<file path="config.mk">
export PLATFORM = sky130hd
export DESIGN_NAME = nibble_serial_add_ctrl_flat
export DESIGN_NICKNAME = d
export VERILOG_FILES = /design/src/rtl/nibble_serial_add_ctrl_if.sv /design/src/rtl/nibble_serial_add_ctrl.sv /design/src/flat_wrapper.sv
export SDC_FILE = /design/constraint.sdc
export NUM_CORES = 1
export LEC_CHECK = 0
export CORE_ASPECT_RATIO = 0.8
export CORE_MARGIN = 2
export CORE_UTILIZATION = 50
export CTS_BUF_LIST = sky130_fd_sc_hd__clkbuf_2 sky130_fd_sc_hd__clkbuf_4 sky130_fd_sc_hd__clkbuf_8
export CTS_CLUSTER_DIAMETER = 100
export DETAILED_ROUTE_END_ITERATION = 10
export PLACE_DENSITY = 0.8
export SETUP_SLACK_MARGIN = 0.3
export SLEW_MARGIN = 20
export SYNTH_ARGS = -nofsm -noshare
export SYNTH_HDL_FRONTEND = slang
export SYNTH_SLANG_ARGS = --single-unit
</file>
<file path="constraint.sdc">
create_clock -name clk -period 2.1 [get_ports clk]
set_input_delay 0.315 -clock clk [delete_from_list [all_inputs] [get_ports clk]]
set_output_delay 0.315 -clock clk [all_outputs]
set_load 0.01 [all_outputs]
</file>
<file path="src/rtl/nibble_serial_add_ctrl_if.sv">
// Request/response handshake bundle for nibble_serial_add_ctrl.
// The master drives operands and accepts results; the slave is the controller.
interface nibble_serial_add_ctrl_if #(
   parameter int WIDTH = 16
);
   logic             req_valid;
   logic             req_ready;
   logic [WIDTH-1:0] req_a;
   logic [WIDTH-1:0] req_b;
   logic             req_cin;
   logic             req_sub;
   logic             rsp_valid;
   logic             rsp_ready;
   logic [WIDTH-1:0] rsp_sum;
   logic             rsp_cout;

   modport master (
      output req_valid, req_a, req_b, req_cin, req_sub, rsp_ready,
      input  req_ready, rsp_valid, rsp_sum, rsp_cout
   );

   modport slave (
      input  req_valid, req_a, req_b, req_cin, req_sub, rsp_ready,
      output req_ready, rsp_valid, rsp_sum, rsp_cout
   );
endinterface

</file>
<file path="src/rtl/nibble_serial_add_ctrl.sv">
// nibble_serial_add_ctrl: runs a WIDTH-bit add through one shared 4-bit adder
// slice, one nibble per cycle, LSB first, with the inter-nibble carry registered.
// Optional feature macro: SERIAL_SUB_EN (enables req_sub = subtract; cout = borrow).
//
// state | meaning
// IDLE  | ready for a request, adder inputs parked at 0
// RUN   | driving nibble r_idx into the adder, capturing its sum/carry each edge
// DONE  | result held on rsp_*, waiting for rsp_ready
module nibble_serial_add_ctrl #(
   parameter int WIDTH = 16
) (
   input  logic                    clk,
   input  logic                    rst_n,
   nibble_serial_add_ctrl_if.slave bus,
   output logic [3:0]              add_a,
   output logic [3:0]              add_b,
   output logic                    add_cin,
   input  logic [3:0]              add_s,
   input  logic                    add_cout,
   output logic                    busy
);
   localparam int NIB = WIDTH / 4;
   localparam int IW  = (NIB > 1) ? $clog2(NIB) : 1;
   localparam logic [IW-1:0] LAST = IW'(NIB - 1);

   typedef enum logic [1:0] {IDLE, RUN, DONE} state_t;

   state_t           r_state;
   logic [IW-1:0]    r_idx;
   logic             r_carry;
   logic [WIDTH-1:0] r_a;
   logic [WIDTH-1:0] r_b;
   logic             r_c0;
   logic [WIDTH-1:0] r_sum;
   logic             r_cout;
   logic             r_rsp_valid;
`ifdef SERIAL_SUB_EN
   logic             r_sub;
`endif

   logic [WIDTH-1:0] w_b_in;
   logic             w_c0_in;
   logic [WIDTH-1:0] w_a_sh;
   logic [WIDTH-1:0] w_b_sh;

   // Operand B and carry-in as they are latched on accept (inverted for subtract).
   always_comb begin
`ifdef SERIAL_SUB_EN
      w_b_in  = bus.req_sub ? ~bus.req_b : bus.req_b;
      w_c0_in = bus.req_sub ? 1'b1 : bus.req_cin;
`else
      w_b_in  = bus.req_b;
      w_c0_in = bus.req_cin;
`endif
   end

   assign w_a_sh = r_a >> {r_idx, 2'b00};
   assign w_b_sh = r_b >> {r_idx, 2'b00};

   // Adder slice inputs: current nibble while running, parked at zero otherwise.
   always_comb begin
      add_a   = 4'd0;
      add_b   = 4'd0;
      add_cin = 1'b0;
      if (r_state == RUN) begin
         add_a   = w_a_sh[3:0];
         add_b   = w_b_sh[3:0];
         add_cin = (r_idx == '0) ? r_c0 : r_carry;
      end
   end

   // Sequencer: accept, step through nibbles, hold result until handshake.
   always_ff @(posedge clk or negedge rst_n) begin
      if (!rst_n) begin
         r_state     <= IDLE;
         r_idx       <= '0;
         r_carry     <= 1'b0;
         r_a         <= '0;
         r_b         <= '0;
         r_c0        <= 1'b0;
         r_sum       <= '0;
         r_cout      <= 1'b0;
         r_rsp_valid <= 1'b0;
`ifdef SERIAL_SUB_EN
         r_sub       <= 1'b0;
`endif
      end else begin
         case (r_state)
            IDLE: begin
               if (bus.req_valid) begin
                  r_a     <= bus.req_a;
                  r_b     <= w_b_in;
                  r_c0    <= w_c0_in;
                  r_idx   <= '0;
                  r_state <= RUN;
`ifdef SERIAL_SUB_EN
                  r_sub   <= bus.req_sub;
`endif
               end
            end
            RUN: begin
               for (int n = 0; n < NIB; n++) begin
                  if (r_idx == IW'(n)) r_sum[4*n +: 4] <= add_s;
               end
               r_carry <= add_cout;
               if (r_idx == LAST) begin
                  r_state     <= DONE;
                  r_rsp_valid <= 1'b1;
`ifdef SERIAL_SUB_EN
                  // Subtract reports borrow, which is the inverted final carry.
                  r_cout      <= add_cout ^ r_sub;
`else
                  r_cout      <= add_cout;
`endif
               end else begin
                  r_idx <= r_idx + IW'(1);
               end
            end
            DONE: begin
               if (bus.rsp_ready) begin
                  r_state     <= IDLE;
                  r_rsp_valid <= 1'b0;
               end
            end
            default: r_state <= IDLE;
         endcase
      end
   end

   assign bus.req_ready = (r_state == IDLE);
   assign busy          = (r_state != IDLE);
   assign bus.rsp_valid = r_rsp_valid;
   assign bus.rsp_sum   = r_sum;
   assign bus.rsp_cout  = r_cout;
endmodule

</file>
<file path="src/flat_wrapper.sv">
// flat-port wrapper written by rule: the top's interface ports become plain ports
module nibble_serial_add_ctrl_flat 
#(
   parameter int WIDTH = 16
)
  (clk, rst_n, add_a, add_b, add_cin, add_s, add_cout, busy, bus_req_valid, bus_req_a, bus_req_b, bus_req_cin, bus_req_sub, bus_rsp_ready, bus_req_ready, bus_rsp_valid, bus_rsp_sum, bus_rsp_cout);
  nibble_serial_add_ctrl_if #(.WIDTH(WIDTH)) bus_i ();
  input  logic clk;
  input  logic rst_n;
  output logic [3:0] add_a;
  output logic [3:0] add_b;
  output logic add_cin;
  input  logic [3:0] add_s;
  input  logic add_cout;
  output logic busy;
  input wire logic [$bits(bus_i.req_valid)-1:0] bus_req_valid;
  input wire logic [$bits(bus_i.req_a)-1:0] bus_req_a;
  input wire logic [$bits(bus_i.req_b)-1:0] bus_req_b;
  input wire logic [$bits(bus_i.req_cin)-1:0] bus_req_cin;
  input wire logic [$bits(bus_i.req_sub)-1:0] bus_req_sub;
  input wire logic [$bits(bus_i.rsp_ready)-1:0] bus_rsp_ready;
  output wire logic [$bits(bus_i.req_ready)-1:0] bus_req_ready;
  output wire logic [$bits(bus_i.rsp_valid)-1:0] bus_rsp_valid;
  output wire logic [$bits(bus_i.rsp_sum)-1:0] bus_rsp_sum;
  output wire logic [$bits(bus_i.rsp_cout)-1:0] bus_rsp_cout;
  assign bus_i.req_valid = bus_req_valid;
  assign bus_i.req_a = bus_req_a;
  assign bus_i.req_b = bus_req_b;
  assign bus_i.req_cin = bus_req_cin;
  assign bus_i.req_sub = bus_req_sub;
  assign bus_i.rsp_ready = bus_rsp_ready;
  assign bus_req_ready = bus_i.req_ready;
  assign bus_rsp_valid = bus_i.rsp_valid;
  assign bus_rsp_sum = bus_i.rsp_sum;
  assign bus_rsp_cout = bus_i.rsp_cout;
  nibble_serial_add_ctrl #(.WIDTH(WIDTH)) u_core (.clk(clk), .rst_n(rst_n), .bus(bus_i), .add_a(add_a), .add_b(add_b), .add_cin(add_cin), .add_s(add_s), .add_cout(add_cout), .busy(busy));
endmodule
</file>
---- Word level (Yosys, flattened, before mapping) ----
Index checks and enable logic that the tools add are counted.
cells by class
  $lt $le $gt $ge ......................... 0
  shifts and indexed selects .............. 2
  div/mod/pow operators ................... 0
  reduce and logical (&&, ||, !) cells .... 13
  $mul .................................... 0
  equality and inequality tests ........... 9
  bitwise operators ....................... 0
  muxes and demuxes ....................... 14
  add/sub/neg operators ................... 1
operators with widths
  kind                   number
  $shr A16 B4 Y4         2
  $mux W2                5
  $reduce_and A2 Y1      5
  $reduce_and A3 Y1      3
  $mux W4                2
  $ne A2 B2 Y1 const B   4
  $eq A2 B2 Y1 const B   3
  $pmux W2 S3            1
  $reduce_bool A2 Y1     3
  $eq A2 B1 Y1 const B   2
  $logic_not A2 Y1       2
  $mux W1                4
  $pmux W2 S2            1
  $add A2 B1 Y2 const B  1
  $pmux W1 S2            1
storage, ports and cells
  memories ................................ 0
  register bits ........................... 56
  bits in latches ......................... 0
  word-level logic and storage cells ...... 51
  bits in writable memories ............... 0
  bits in read-only memories .............. 0

---- Depth between registers and ports, before layout ----
  word-level depth ........................ 3
  depth in mapped cells ................... 6
  depth with buffers taken out ............ 4

---- Worst setup path after synthesis ----
No wires, ideal clock.
  kind .................................... register to output
  from .................................... reg u_core.r_idx[1]
  to ...................................... out add_cin
  stages on the path, launching flop included .. 7
  buffers on the path ..................... 2
  data arrival time ....................... 1.352 ns
  slack ................................... 0.433 ns
  data required time ...................... 1.785 ns
  path through ............................ dfrtp_1 > buf_4 > buf_2 > inv_1 > ha_1 > mux2i_1 > nor2_1
on the way
  cells in the longest elaborated chain, start to end .. 3
ends and longest elaborated chain
  item                    line                           source
  start, declared         nibble_serial_add_ctrl.sv:29   logic [IW-1:0] r_idx;
  start signal, assigned  nibble_serial_add_ctrl.sv:116  r_idx <= r_idx + IW'(1);
  $logic_not A2 Y1        nibble_serial_add_ctrl.sv:68   add_cin = (r_idx == '0) ? r_c0 : r_carry;
  $mux W1                 nibble_serial_add_ctrl.sv:68
  $mux W1                 nibble_serial_add_ctrl.sv:65   if (r_state == RUN) begin
  end, declared           flat_wrapper.sv:12             output logic add_cin;
No other way between the ends.

---- Worst setup path in the final report ----
  from .................................... reg u_core.r_idx[1]
  to ...................................... out add_a[3]
on the way
  cells in the longest elaborated chain, start to end .. 2
ends and longest elaborated chain
  item            line                          source
  $shr A16 B4 Y4  nibble_serial_add_ctrl.sv:57  assign w_a_sh = r_a >> {r_idx, 2'b00};
  $mux W4         nibble_serial_add_ctrl.sv:65
  end, declared   flat_wrapper.sv:10            output logic [3:0] add_a;
No other way between the ends.

==> results_dict.tcl <==
set metrics [dict create \
    synthTopCellsByCount "dfrtp_1 (56), mux2_4 (29), mux2_2 (22), mux2i_1 (17), nand2_1 (9)" \
    drt_wl_total_um 5435 \
    use_met2_pct 27.66 \
    critPathKind "reg2out" \
    cts_max_level 2 \
    wl_per_cell_um 17.04 \
    clk_pin_slew_ns 0.09 \
    drv_cap 0 \
    worstPathArrival_ns 1.45 \
    ys.flop_type "dfrtp_1" \
    ys_types 23 \
    grt_max_degree 34 \
    ff2ff_path_depth 5 \
    worst_pin_slew_ns 0.5651 \
    place_hpwl_um 3851 \
    clock_latency_ns 0.31 \
    cts_buffer_depth 2 \
    avgSynthCellArea_um2 15.09 \
    maxSlewViolCount 0 \
    die_y_um 68.64 \
    ff2ff_setup_slack_ns 0.45 \
    ant_nets 0 \
    crit_path_end_kind "output pin" \
    whs_path_depth 1 \
    grtUsageTotal_pct 18.87 \
    hold_end "u_core.bus.rsp_sum[14]$_DFFE_PN0P_" \
    timing.fmax_ghz 0.5665 \
    synth_top_area_share_pct 53.67 \
    r2r_start "u_core.r_idx[1]$_DFFE_PN0P_" \
    worst_hold_path_type "reg2reg" \
    synth_edf_count 0 \
    drt_iter0_markers 49 \
    antenna_cells 0 \
    drtPass1Iterations 4 \
    via_per_inst 5.179 \
    gr-usage-met3_pct 4.167 \
    fin_crit_sh_pct 84.06 \
    rows 23 \
    critPathLaunch "u_core.r_idx[1]$_DFFE_PN0P_" \
    dieArea_um2 5820 \
    post-route-min-period_ns 1.765 \
    vias 1652 \
    r2r_end "u_core.bus.rsp_sum[13]$_DFFE_PN0P_" \
    start_util_pct 52.15 \
    io_buffers 70 \
    rsz0062_at_grt "true" \
    busiest_layer "met2" \
    fin_area_um2 3546 \
    drive_gt1_share_pct 38.13 \
    fin_util_pct 70.81 \
    max-slew-margin-rel_pct 62.33 \
    cts_sinks 56 \
    yosys_warnings 0 \
    fillers 373 \
    seqCellArea_um2 1403 \
    ioPinCount 72 \
    met1_usage_pct 27.09 \
    setup_violations 0 \
    hp-start "u_core.bus.rsp_sum[14]$_DFFE_PN0P_" \
    synth_most_common_cell "dfrtp_1" \
    synth_cells 173 \
    nNetsFinal 304 \
    crit_fanout 8 \
    cts_tree "built" \
    fin_skew_ns 0.01002 \
    drc 0 \
    finalHoldViolations 0 \
    ys_async_sr_fraction_pct 100.0 \
    seq_area_frac_synth_pct 53.67 \
    peakVddDrop_v 0.0009153 \
    synth_nets 220 \
    grt_pass1_vias 1679 \
    cp_data_required_time_ns 1.78 \
    clock_tree.root_cell "clkbuf_8" \
    gp_congestion 0.7149 \
    place_area_um2 3367 \
    multi_input_area_um2 1151 \
    grt_first_pass_wirelength_um 8252 \
    die_x_um 84.80 \
    antenna_found_initial 0 \
    synth_area_leaders "dfrtp_1 (54%), mux2_4 (17%), mux2_2 (9.5%)" \
    core_um2 5007 \
    status "finished, final reports clean" \
    power_density_nw_per_um2 1537 \
    ys_ff_latch 56 \
    p_total_mw 5.449 \
    synth.cell_area_um2 2611 \
    grt_overflow 0 \
    crit_path_start_kind "flip-flop" \
    area_growth_pct 35.79 \
    p_leak_nw 1.573 \
    setup_tns_ns 0 \
    yosysTopAreaCell "dfrtp_1" \
    cts-buffers-inserted 5 \
]
==> what timing repair did <==
item / 4_1_cts / 5_1_grt
endpoints found under the hold margin: 1 / 0
resized for setup: 51 / 7
pin swaps: 0 / 2
hold buffers: 1 / 0
buffers inserted: 4 / 2
setup endpoints to repair: 11 / 6
==> area by class of cell <==
type	count	area share, %
Tap cell	62	2.188
Inverter	4	0.4234
Timing Repair Buffer	85	22.65
Multi-Input combinational cell	105	32.46
Clock buffer	7	2.717
Sequential cell	56	39.56
==> layout by cell type (no fill, tap or decap), types with 2 or more instances in the layout <==
cell             netlist  final
dfrtp_1               56     55
mux2i_1               17     14
o22ai_2                0      3
nor2_1                 2      2
buf_2                  1     10
mux2_2                22     22
mux2i_2                0      3
a21oi_1                2      2
inv_2                  0      2
clkbuf_8               0      7
buf_12                 3      2
o22ai_1                8      5
mux2_4                29     29
o21bai_1               2      2
dlygate4sd2_1          0      2
ha_1                   4      3
nand2_4                0      2
nand3_1                3      3
clkdlybuf4s50_1        0     58
buf_4                  2      9
inv_1                  4      2
nand2_1                9      7
buf_6                  2      2
==> state kept, by name (all words and copies together), names as in the netlist <==
name and flops:
u_core.bus.rsp_sum 16, u_core.r_a 16, u_core.r_b 16, u_core.r_idx 2
u_core.r_state 2, u_core.bus.rsp_cout 1, u_core.bus.rsp_valid 1, u_core.r_c0 1
u_core.r_carry 1
==> critical path, stage by stage (launching register included) <==
cell and delay [ns]:
dfrtp_1 0.43, buf_6 0.19, buf_4 0.13, mux2i_1 0.17
o22ai_1 0.09, buf_2 0.15
==> worst max path at each step <==
| stage | end | slack [ns] | depth (start not counted) |
|---|---|---|---|
| after global routing | add_a[3] | 0.26 | 5 |
| after global placement | add_a[1] | 0.17 | 4 |
| final | add_a[3] | 0.33 | 5 |
| after CTS | add_a[1] | 0.26 | 4 |
| after detailed placement | add_b[3] | 0.09 | 4 |
| after floorplan | add_cin | 0.43 | 6 |
==> power by group <==
group | internal [mW] | switching [mW] | leakage (nW)
logic | 1.71 | 1.17 | 0.863
registers | 1.63 | 0.321 | 0.660
clock network | 0.295 | 0.328 | 0.0503
==> cells by family after synthesis <==
group / after synthesis / synth area share [%]
fa+ha+maj: 4 / 1.917
compound gates: 14 / 3.498
flops: 56 / 53.67
simple gates: 19 / 3.738
mux: 68 / 32.68
buf+inv: 12 / 4.504
==> per-stage QoR <==
stage	std cells	hold slack, ns	setup slack (ns)
floorplan	173	0.01941	0.4334
global placement	305	0.3374	0.1710
detailed placement	305	0.3379	0.08738
CTS	317	0.5148	0.2551
global route	319	0.5332	0.2637
finish	319	0.5096	0.3348
==> metal layers <==
layer  vias to the layer above  share of wire, %
met5                         -                 0
met4                         0               2.1
met3                         9               4.3
met2                        42                44
met1                       817                50
li1                        784                 -
Power figures use the tool's default switching activity.
